**src/rtl/decode_pkg.sv**
```systemverilog
// -----------------------------------------------------------------------------
// decode_pkg
// Shared definitions for the decoder scan sequencer (decode_scan_seq) and its
// dwell counter: FSM state encoding, select width, line count and direction
// encoding of the `dir` input.
// No ports (package).
// -----------------------------------------------------------------------------
package decode_pkg;

    localparam int SEL_W     = 4;
    localparam int NUM_LINES = 16;

    localparam logic DIR_DOWN = 1'b0;
    localparam logic DIR_UP   = 1'b1;

    typedef enum logic [1:0] {
        S_IDLE = 2'd0,
        S_RUN  = 2'd1,
        S_DONE = 2'd2
    } state_t;

endpackage : decode_pkg

```
**src/rtl/decode_scan_seq_dwell_counter.sv**
```systemverilog
// -----------------------------------------------------------------------------
// dwell_counter
// Counts cycles spent on one scan index and strobes `wrap` on the cycle the
// count reaches DIV-1, at which point the count returns to 0.
//
// Parameters:
//   DIV    dwell cycles per index (1..255)
//   DIV_W  counter width
// Ports:
//   clk    input   system clock, rising edge
//   rst    input   asynchronous active-high reset
//   clear  input   force count to 0 (has priority over en)
//   en     input   advance the count this cycle
//   wrap   output  combinational strobe: en && count == DIV-1
// -----------------------------------------------------------------------------
module dwell_counter #(
    parameter int DIV   = 4,
    parameter int DIV_W = 8
) (
    input  logic clk,
    input  logic rst,
    input  logic clear,
    input  logic en,
    output logic wrap
);

    localparam logic [DIV_W-1:0] LAST = DIV_W'(DIV - 1);

    logic [DIV_W-1:0] cnt_q;
    logic [DIV_W-1:0] cnt_d;

    // With DIV=1 LAST is 0, so wrap fires on every enabled cycle.
    assign wrap = en && (cnt_q == LAST);

    always_comb begin
        cnt_d = cnt_q;
        if (clear) begin
            cnt_d = '0;
        end else if (en) begin
            cnt_d = wrap ? '0 : cnt_q + 1'b1;
        end
    end

    // NOTE: state registers use non-blocking assignments so every flop samples
    // pre-edge values regardless of block evaluation order.
    always_ff @(posedge clk or posedge rst) begin
        if (rst) begin
            cnt_q <= '0;
        end else begin
            cnt_q <= cnt_d;
        end
    end

endmodule : dwell_counter

```
**src/rtl/decode_scan_seq.sv**
```systemverilog
// -----------------------------------------------------------------------------
// decode_scan_seq
// Self-timed index generator feeding the 4-to-16 decoder. Steps `sel` through
// all 16 lines, up or down, holding each index for DIV cycles. Single pass
// (ends with a one-cycle `done`) or continuous wrap. All outputs registered.
//
// Optional feature macro: DECODE_SCAN_MASK_EN
//   Defined   -> adds `mask` input; valid is qualified by mask[sel].
//   Undefined -> valid is high for every index visited in RUN.
//
// Parameters:
//   DIV    dwell cycles per index (1..255)
//   DIV_W  dwell counter width
// Ports:
//   clk    input      system clock, rising edge
//   rst    input      asynchronous active-high reset
//   start  input      begin a scan (honoured in IDLE only)
//   stop   input      abort (honoured in RUN; wins over start in IDLE)
//   dir    input      0 = down 15..0, 1 = up 0..15, latched at start
//   mode   input      0 = single pass, 1 = continuous, latched at start
//   mask   input [16] per-line valid enable (DECODE_SCAN_MASK_EN only)
//   sel    output [4] current index to decoder
//   valid  output     sel is an active scan index
//   busy   output     high while in RUN
//   done   output     one-cycle pulse at end of a single pass
// -----------------------------------------------------------------------------
module decode_scan_seq
    import decode_pkg::*;
#(
    parameter int DIV   = 4,
    parameter int DIV_W = 8
) (
    input  logic                 clk,
    input  logic                 rst,
    input  logic                 start,
    input  logic                 stop,
    input  logic                 dir,
    input  logic                 mode,
`ifdef DECODE_SCAN_MASK_EN
    input  logic [NUM_LINES-1:0] mask,
`endif
    output logic [SEL_W-1:0]     sel,
    output logic                 valid,
    output logic                 busy,
    output logic                 done
);

    state_t           state_q, state_d;
    logic [SEL_W-1:0] sel_q,   sel_d;
    logic             valid_q, valid_d;
    logic             busy_q,  busy_d;
    logic             done_q,  done_d;
    logic             dir_q,   dir_d;
    logic             mode_q,  mode_d;

    logic             cnt_clear;
    logic             cnt_en;
    logic             cnt_wrap;
    logic [SEL_W-1:0] last_idx;

    dwell_counter #(
        .DIV   (DIV),
        .DIV_W (DIV_W)
    ) u_dwell (
        .clk   (clk),
        .rst   (rst),
        .clear (cnt_clear),
        .en    (cnt_en),
        .wrap  (cnt_wrap)
    );

    assign last_idx = (dir_q == DIR_UP) ? SEL_W'(NUM_LINES - 1) : '0;

    // NOTE: every signal written here gets a default first, so no path leaves
    // one unassigned and no latch is inferred.
    always_comb begin
        state_d   = state_q;
        sel_d     = sel_q;
        dir_d     = dir_q;
        mode_d    = mode_q;
        cnt_clear = 1'b0;
        cnt_en    = 1'b0;

        unique case (state_q)
            S_IDLE: begin
                if (start && !stop) begin
                    state_d   = S_RUN;
                    dir_d     = dir;
                    mode_d    = mode;
                    sel_d     = (dir == DIR_UP) ? '0 : SEL_W'(NUM_LINES - 1);
                    cnt_clear = 1'b1;
                end
            end
            S_RUN: begin
                if (stop) begin
                    state_d   = S_IDLE;
                    cnt_clear = 1'b1;
                end else begin
                    cnt_en = 1'b1;
                    if (cnt_wrap) begin
                        if (sel_q == last_idx && !mode_q) begin
                            state_d = S_DONE;
                        end else begin
                            // Modulo-16 arithmetic gives the 15->0 / 0->15 wrap.
                            sel_d = (dir_q == DIR_UP) ? sel_q + 1'b1 : sel_q - 1'b1;
                        end
                    end
                end
            end
            S_DONE: begin
                state_d = S_IDLE;
            end
            default: begin
                state_d = S_IDLE;
            end
        endcase

        busy_d = (state_d == S_RUN);
        done_d = (state_d == S_DONE);
`ifdef DECODE_SCAN_MASK_EN
        valid_d = (state_d == S_RUN) && mask[sel_d];
`else
        valid_d = (state_d == S_RUN);
`endif
    end

    always_ff @(posedge clk or posedge rst) begin
        if (rst) begin
            state_q <= S_IDLE;
            sel_q   <= '0;
            valid_q <= 1'b0;
            busy_q  <= 1'b0;
            done_q  <= 1'b0;
            dir_q   <= DIR_DOWN;
            mode_q  <= 1'b0;
        end else begin
            state_q <= state_d;
            sel_q   <= sel_d;
            valid_q <= valid_d;
            busy_q  <= busy_d;
            done_q  <= done_d;
            dir_q   <= dir_d;
            mode_q  <= mode_d;
        end
    end

    assign sel   = sel_q;
    assign valid = valid_q;
    assign busy  = busy_q;
    assign done  = done_q;

endmodule : decode_scan_seq

```
**config.mk**
```make
export PLATFORM = sky130hd
export DESIGN_NAME = decode_scan_seq
export DESIGN_NICKNAME = d
export VERILOG_FILES = /design/src/rtl/decode_pkg.sv /design/src/rtl/decode_scan_seq_dwell_counter.sv /design/src/rtl/decode_scan_seq.sv
export SDC_FILE = /design/constraint.sdc
export NUM_CORES = 1
export LEC_CHECK = 0
export ABC_AREA = 1
export CAP_MARGIN = 20
export CORE_MARGIN = 8
export CORE_UTILIZATION = 49
export DETAILED_ROUTE_END_ITERATION = 6
export PLACE_DENSITY = 0.75
export SYNTH_ARGS = -nofsm -noshare
export SYNTH_HDL_FRONTEND = slang
export SYNTH_SLANG_ARGS = --single-unit
```
**constraint.sdc**
```tcl
create_clock -name clk -period 1.5 [get_ports clk]
set_input_delay 0.225 -clock clk [delete_from_list [all_inputs] [get_ports clk]]
set_output_delay 0.225 -clock clk [all_outputs]
set_load 0.005 [all_outputs]
```
==> results of run 1 <==
layout make-up:
class                   instances  area share, %
repair buffers                 28           15.9
well taps                      28           2.28
clock buffers                   4           2.36
multi-input cells             109           44.3
inverters                      22           5.69
flip-flops and latches         18           29.5
worst max-delay path by stage:
stage / to / startpoint / slack [ns]
floorplan: sel[3] / dir_q / 0.02
global placement: u_dwell.cnt_q[0] / stop / -0.02
detailed placement: u_dwell.cnt_q[6] / stop / -0.06
CTS: sel[0] / sel[0] / 0.007
global route: sel[3] / dir_q / -0.04
finish: sel[1] / dir_q / 0.03
critical path, cell delays in order (launching register included):
cell	delay, ns
dfrtp_2	0.45
buf_6	0.14
fa_2	0.52
o21ai_0	0.09
nand3_1	0.11
nand2_1	0.06
sequential cells by signal, summed over array words and instances (netlist names):
signal / flops
sel: 4
done: 1
dir_q: 1
busy: 1
mode_q: 1
u_dwell.cnt_q: 8
state_q: 2
Yosys cell counts:
master / n / area [µm²]
a21oi_1: 5 / 25.0
nand4_1: 2 / 12.5
inv_4: 1 / 6.26
inv_1: 17 / 63.8
inv_2: 4 / 15.0
nor2_4: 1 / 11.3
xnor2_1: 1 / 8.76
o21ai_2: 2 / 17.5
ha_1: 3 / 37.5
nand2_2: 4 / 25.0
fa_1: 1 / 20.0
nand2_1: 40 / 150
nor2_1: 15 / 56.3
o21ai_0: 4 / 20.0
nor3_2: 2 / 20.0
xor2_1: 4 / 35.0
nor2_2: 5 / 31.3
buf_4: 1 / 7.51
nand2_4: 3 / 33.8
a21oi_2: 1 / 8.76
dfrtp_1: 18 / 450
o21ai_1: 4 / 20.0
nand3_1: 8 / 40.0
nor3_1: 1 / 5.00
nand3_2: 3 / 30.0
power by group:
group          total, mW  internal [mW]  leakage, nW  switching [mW]
Clock              0.310          0.148       0.0210           0.162
Combinational       1.03          0.524        0.498           0.502
Sequential         0.681          0.578        0.234           0.103
metal layers:
metal | vias to the layer above | share of wire, %
li1 | 529 | -
met1 | 495 | 43
met2 | 25 | 50
met3 | 8 | 4.4
met4 | 0 | 2.3
met5 | - | 0
cell families after synthesis:
logic type      count (synthesis)  synth area share, %
compound gates                 16                 7.93
flops                          18                 39.1
xor+xnor                        5                 3.80
simple gates                   84                 36.1
fa+ha+maj                       4                 5.00
buf+inv                        23                 8.04
metrics by stage:
stage / instance area, µm² / total power [mW] / hold WS, ns / setup slack [ns]
2_1_floorplan: 1150 / 1.14 / 0.164 / 0.0196
3_3_place_gp: 1380 / 1.44 / 0.474 / -0.0234
3_5_place_dp: 1380 / 1.46 / 0.485 / -0.0645
4_1_cts: 1430 / 1.79 / 0.239 / 0.00665
5_1_grt: 1540 / 2.16 / 0.252 / -0.0432
6_report: 1540 / 2.02 / 0.233 / 0.0288
repair_timing:
item	CTS	global route
endpoints found under the setup margin	9	12
pin swaps	0	7
hold endpoints to repair	0	0
buffers inserted	0	5
gates resized for setup	6	18
==> flow_metrics.tcl, run 1 <==
set metrics [dict create \
    status "complete, no violations" \
    grt-ovfl-total 0 \
    hold_violations 0 \
    layout_commonest_cell "nand2_1" \
    worst_r2r_startpoint "dir_q" \
    cts_root_buf "clkbuf_4" \
    dieWidth_um 64.5 \
    max_cap_violations 0 \
    power_leakage_nw 0.753 \
    antenna_left 0 \
    syn_inst 150 \
    route.detailed.drc 0 \
    avgViaCountPerCell 5.06 \
    yosys_warnings 0 \
    antenna_cells 0 \
    post-route-util_pct 69.6 \
    cts_buffers 3 \
    slew_violations 0 \
    ir_drop_uv 886 \
    drtIter0Drc 63 \
    use_met3_pct 3.09 \
    layout_common_cells "nand2_1 (37), inv_1 (16), dfrtp_1 (15), buf_4 (15), nor2_1 (13)" \
    drt-total-wl_um 2690 \
    worstPathRequired_ns 1.70 \
    vias 1057 \
    fillers 176 \
    setup_viol 0 \
    die_area_um2 4160 \
    drive_gt1_share_pct 33.1 \
    grt.busiest_layer "met2" \
    wl_per_cell_um 12.9 \
    finalNetCount 192 \
    start_util_pct 52.0 \
    clock-sinks 18 \
    tns_ns 0 \
    synth_seq_area_share_pct 39.1 \
    reg2reg_to "sel[1]" \
    portBuffers 12 \
    cts-hold-fix-buffers 0 \
    worst_pin_slew_ns 0.244 \
    dp.cells 200 \
    h-tree-depth 1 \
    hold_path_class "in -> async" \
    gr-usage-met2_pct 20.4 \
    rsz0062_at_grt "yes" \
    clock_skew_ns 0.00497 \
    multi_input_area_um2 682 \
    firstDrtPassIters 4 \
    endpoint_kind "register" \
    r2r_cells 5 \
    fin_crit_ns 1.47 \
    syn_nets 160 \
    crit_type "reg -> reg" \
    cp_max_fo 5 \
    syn_area_per_cell_um2 7.67 \
    critPathArrivalTime_ns 1.67 \
    hpwl_um 1890 \
    syn_to_final_growth_pct 33.7 \
    rows 17 \
    clk_pin_slew_worst_paths_ns 0.12 \
    antenna_found_initial 0 \
    grt_max_degree 19 \
    coreArea_um2 2210 \
    yosysUniqueCellTypes 25 \
    routabilityCongestion 0.891 \
    timing.fmax_ghz 0.680 \
    final_cells 209 \
    gr-usage-all-layers_pct 12.2 \
    clk_path_buf_depth 2 \
    cts_tree "built" \
    cellPowerDensity_nw_per_um2 1310 \
    grt_pass1_wl_um 4190 \
    regToRegSetupSlack_ns 0.03 \
    ys_ff_latch 18 \
    maxSlewHeadroom_pct 83.6 \
    io_pins 13 \
    clk_latency_ns 0.29 \
    period_share_pct 98.1 \
    met1_usage_pct 15.1 \
    synthesis.area_um2 1150 \
    grt_pass1_vias 959 \
    ff_latch_area_um2 454 \
    critPathLaunchType "register" \
    die_h_um 64.5 \
]
Note: power is estimated with default switching activity, not from simulation.
==> inputs of run 2 (changes only) <==
- GPL_ROUTABILITY_DRIVEN: default -> 1
- RECOVER_POWER: default -> 100
==> run 2 against run 1 <==
Effect of this change:
- clock skew fell by 0.00070 ns
- critical path depth did not move
- final cell count unchanged
- clock power barely moved
- via count fell by 0.85%
- global-route usage is the same
- sequential power about the same
- clock-buffer cell count unchanged
- hold slack better by 0.23 ns
- wire length barely moved
- non-clock buffer count did not move
- die area stayed put
==> flow_metrics.tcl, run 2 (synthesis gave the netlist of run 1 again) <==
set metrics [dict create \
    vias 1048 \
    crit_type "reg -> reg" \
    top_register "u_dwell.cnt_q" \
    setup_slack_ns 0.0272 \
    status "complete, no violations" \
    grt_pass1_vias 959 \
    reg2reg_to "sel[1]" \
    maxSlewHeadroom_pct 32.1 \
    clk_pin_slew_worst_paths_ns 0.12 \
    routabilityCongestion 0.891 \
    worstPathRequired_ns 1.70 \
    antenna_found_initial 0 \
    drive_gt1_share_pct 32.6 \
    wl_per_cell_um 12.9 \
    ff_latch_area_um2 454 \
    grt_max_degree 19 \
    h-tree-depth 1 \
    coreArea_um2 2210 \
    tns_ns 0 \
    clock_skew_ns 0.00426 \
    route.detailed.drc 0 \
    rows 17 \
    cp_max_fo 5 \
    die_h_um 64.5 \
    io_pins 13 \
    worst_r2r_startpoint "dir_q" \
    period_share_pct 98.2 \
    hpwl_um 1890 \
    clk_path_buf_depth 2 \
    endpoint_kind "register" \
    firstDrtPassIters 4 \
    slew_violations 0 \
    cp_slowest_stage_delay_ns 0.52 \
    finalNetCount 192 \
    clock-sinks 18 \
    setup_viol 0 \
    timing.fmax_ghz 0.679 \
    die_area_um2 4160 \
    cellPowerDensity_nw_per_um2 1310 \
    regToRegSetupSlack_ns 0.03 \
    hold_depth 3 \
    syn_to_final_growth_pct 33.4 \
    power_leakage_nw 0.749 \
    cts_tree "built" \
    cts_buffers 3 \
    crit_end "sel[1]" \
    startpoint "dir_q" \
    hold_path_class "in -> reg" \
    drtIter0Drc 63 \
    grt-ovfl-total 0 \
    layout_common_cells "nand2_1 (37), inv_1 (16), dfrtp_1 (15), buf_4 (14), nor2_1 (13)" \
    cts_root_buf "clkbuf_4" \
    worst_pin_slew_ns 1.02 \
    avgViaCountPerCell 5.01 \
    path_cells "buf_6 -> fa_2 -> o21ai_0 -> nand3_1 -> nand2_1" \
    fillers 178 \
    antenna_left 0 \
    largest_reg_flops 8 \
    r2r_cells 5 \
    clk_latency_ns 0.29 \
    place_worst_setup_slack_ns -0.0645 \
    gr-usage-all-layers_pct 12.2 \
    max_cap_violations 0 \
    start_util_pct 52.0 \
    critPathLaunchType "register" \
    rsz0062_at_grt "yes" \
    cp_slowest_cell "fa_2" \
    hold_violations 0 \
    portBuffers 12 \
    multi_input_area_um2 682 \
    drt-total-wl_um 2690 \
    fin_crit_ns 1.47 \
    layout_commonest_cell "nand2_1" \
    dieWidth_um 64.5 \
    ir_drop_uv 886 \
    grt_pass1_wl_um 4190 \
    critPathArrivalTime_ns 1.67 \
    antenna_cells 0 \
]
[run 2: cell count changes in the layout (fill, tap and decap cells not counted)]
cell	delta
buf_4	-1
clkbuf_1	+1
[run 2: report_power, final]
group	leakage [nW]	internal [mW]	switching, mW
combinational	0.495	0.523	0.503
sequential	0.234	0.578	0.103
clock	0.0210	0.148	0.162
total	0.749	1.25	0.768
[run 2: how the worst min path moves through the flow]
stage	start	endpoint
after floorplan	rst	busy
after global placement	mode_q	mode_q
after detailed placement	mode_q	mode_q
after CTS	rst	sel[2]
after global routing	mode	mode_q
final	mode	mode_q
[run 2: repair_timing]
action	CTS	global route
resized for setup	6	18
endpoints found under the setup margin	9	12
hold buffers	0	0
pin swaps	0	7
setup buffers	0	5
[run 2: metal layers]
| layer | share of wire, % | global-route usage [%] |
|---|---|---|
| met4 | 2.3 | 3.27 |
| met3 | 4.2 | 3.09 |
| met5 | 0 | 0 |
| met2 | 50 | 20.4 |
| met1 | 43 | 15.1 |
[run 2: worst max-delay path: cells and delay by family (launching register included)]
kind | cells | cell delay (ns)
buf+inv | 1 | 0.14
simple gates | 2 | 0.17
compound gates | 1 | 0.09
fa+ha+maj | 1 | 0.52
flops | 1 | 0.45
[run 2: final cells by class]
| cell class | instances | area share, % |
|---|---|---|
| inverters | 22 | 5.70 |
| well taps | 28 | 2.28 |
| clock buffers | 4 | 2.36 |
| flip-flops and latches | 18 | 29.6 |
| multi-input cells | 109 | 44.4 |
| repair buffers | 28 | 15.6 |
[run 2: through the flow]
| stage | std cells | instance area, µm² | power, mW | hold WS, ns | util, % |
|---|---|---|---|---|---|
| after floorplan | 150 | 1150 | 1.14 | 0.164 | - |
| after global placement | 200 | 1380 | 1.44 | 0.474 | 62.5 |
| after detailed placement | 200 | 1380 | 1.46 | 0.485 | 62.5 |
| after CTS | 204 | 1430 | 1.79 | 0.239 | 64.8 |
| after global routing | 209 | 1540 | 2.16 | 0.477 | 69.4 |
| final | 209 | 1540 | 2.02 | 0.461 | 69.4 |
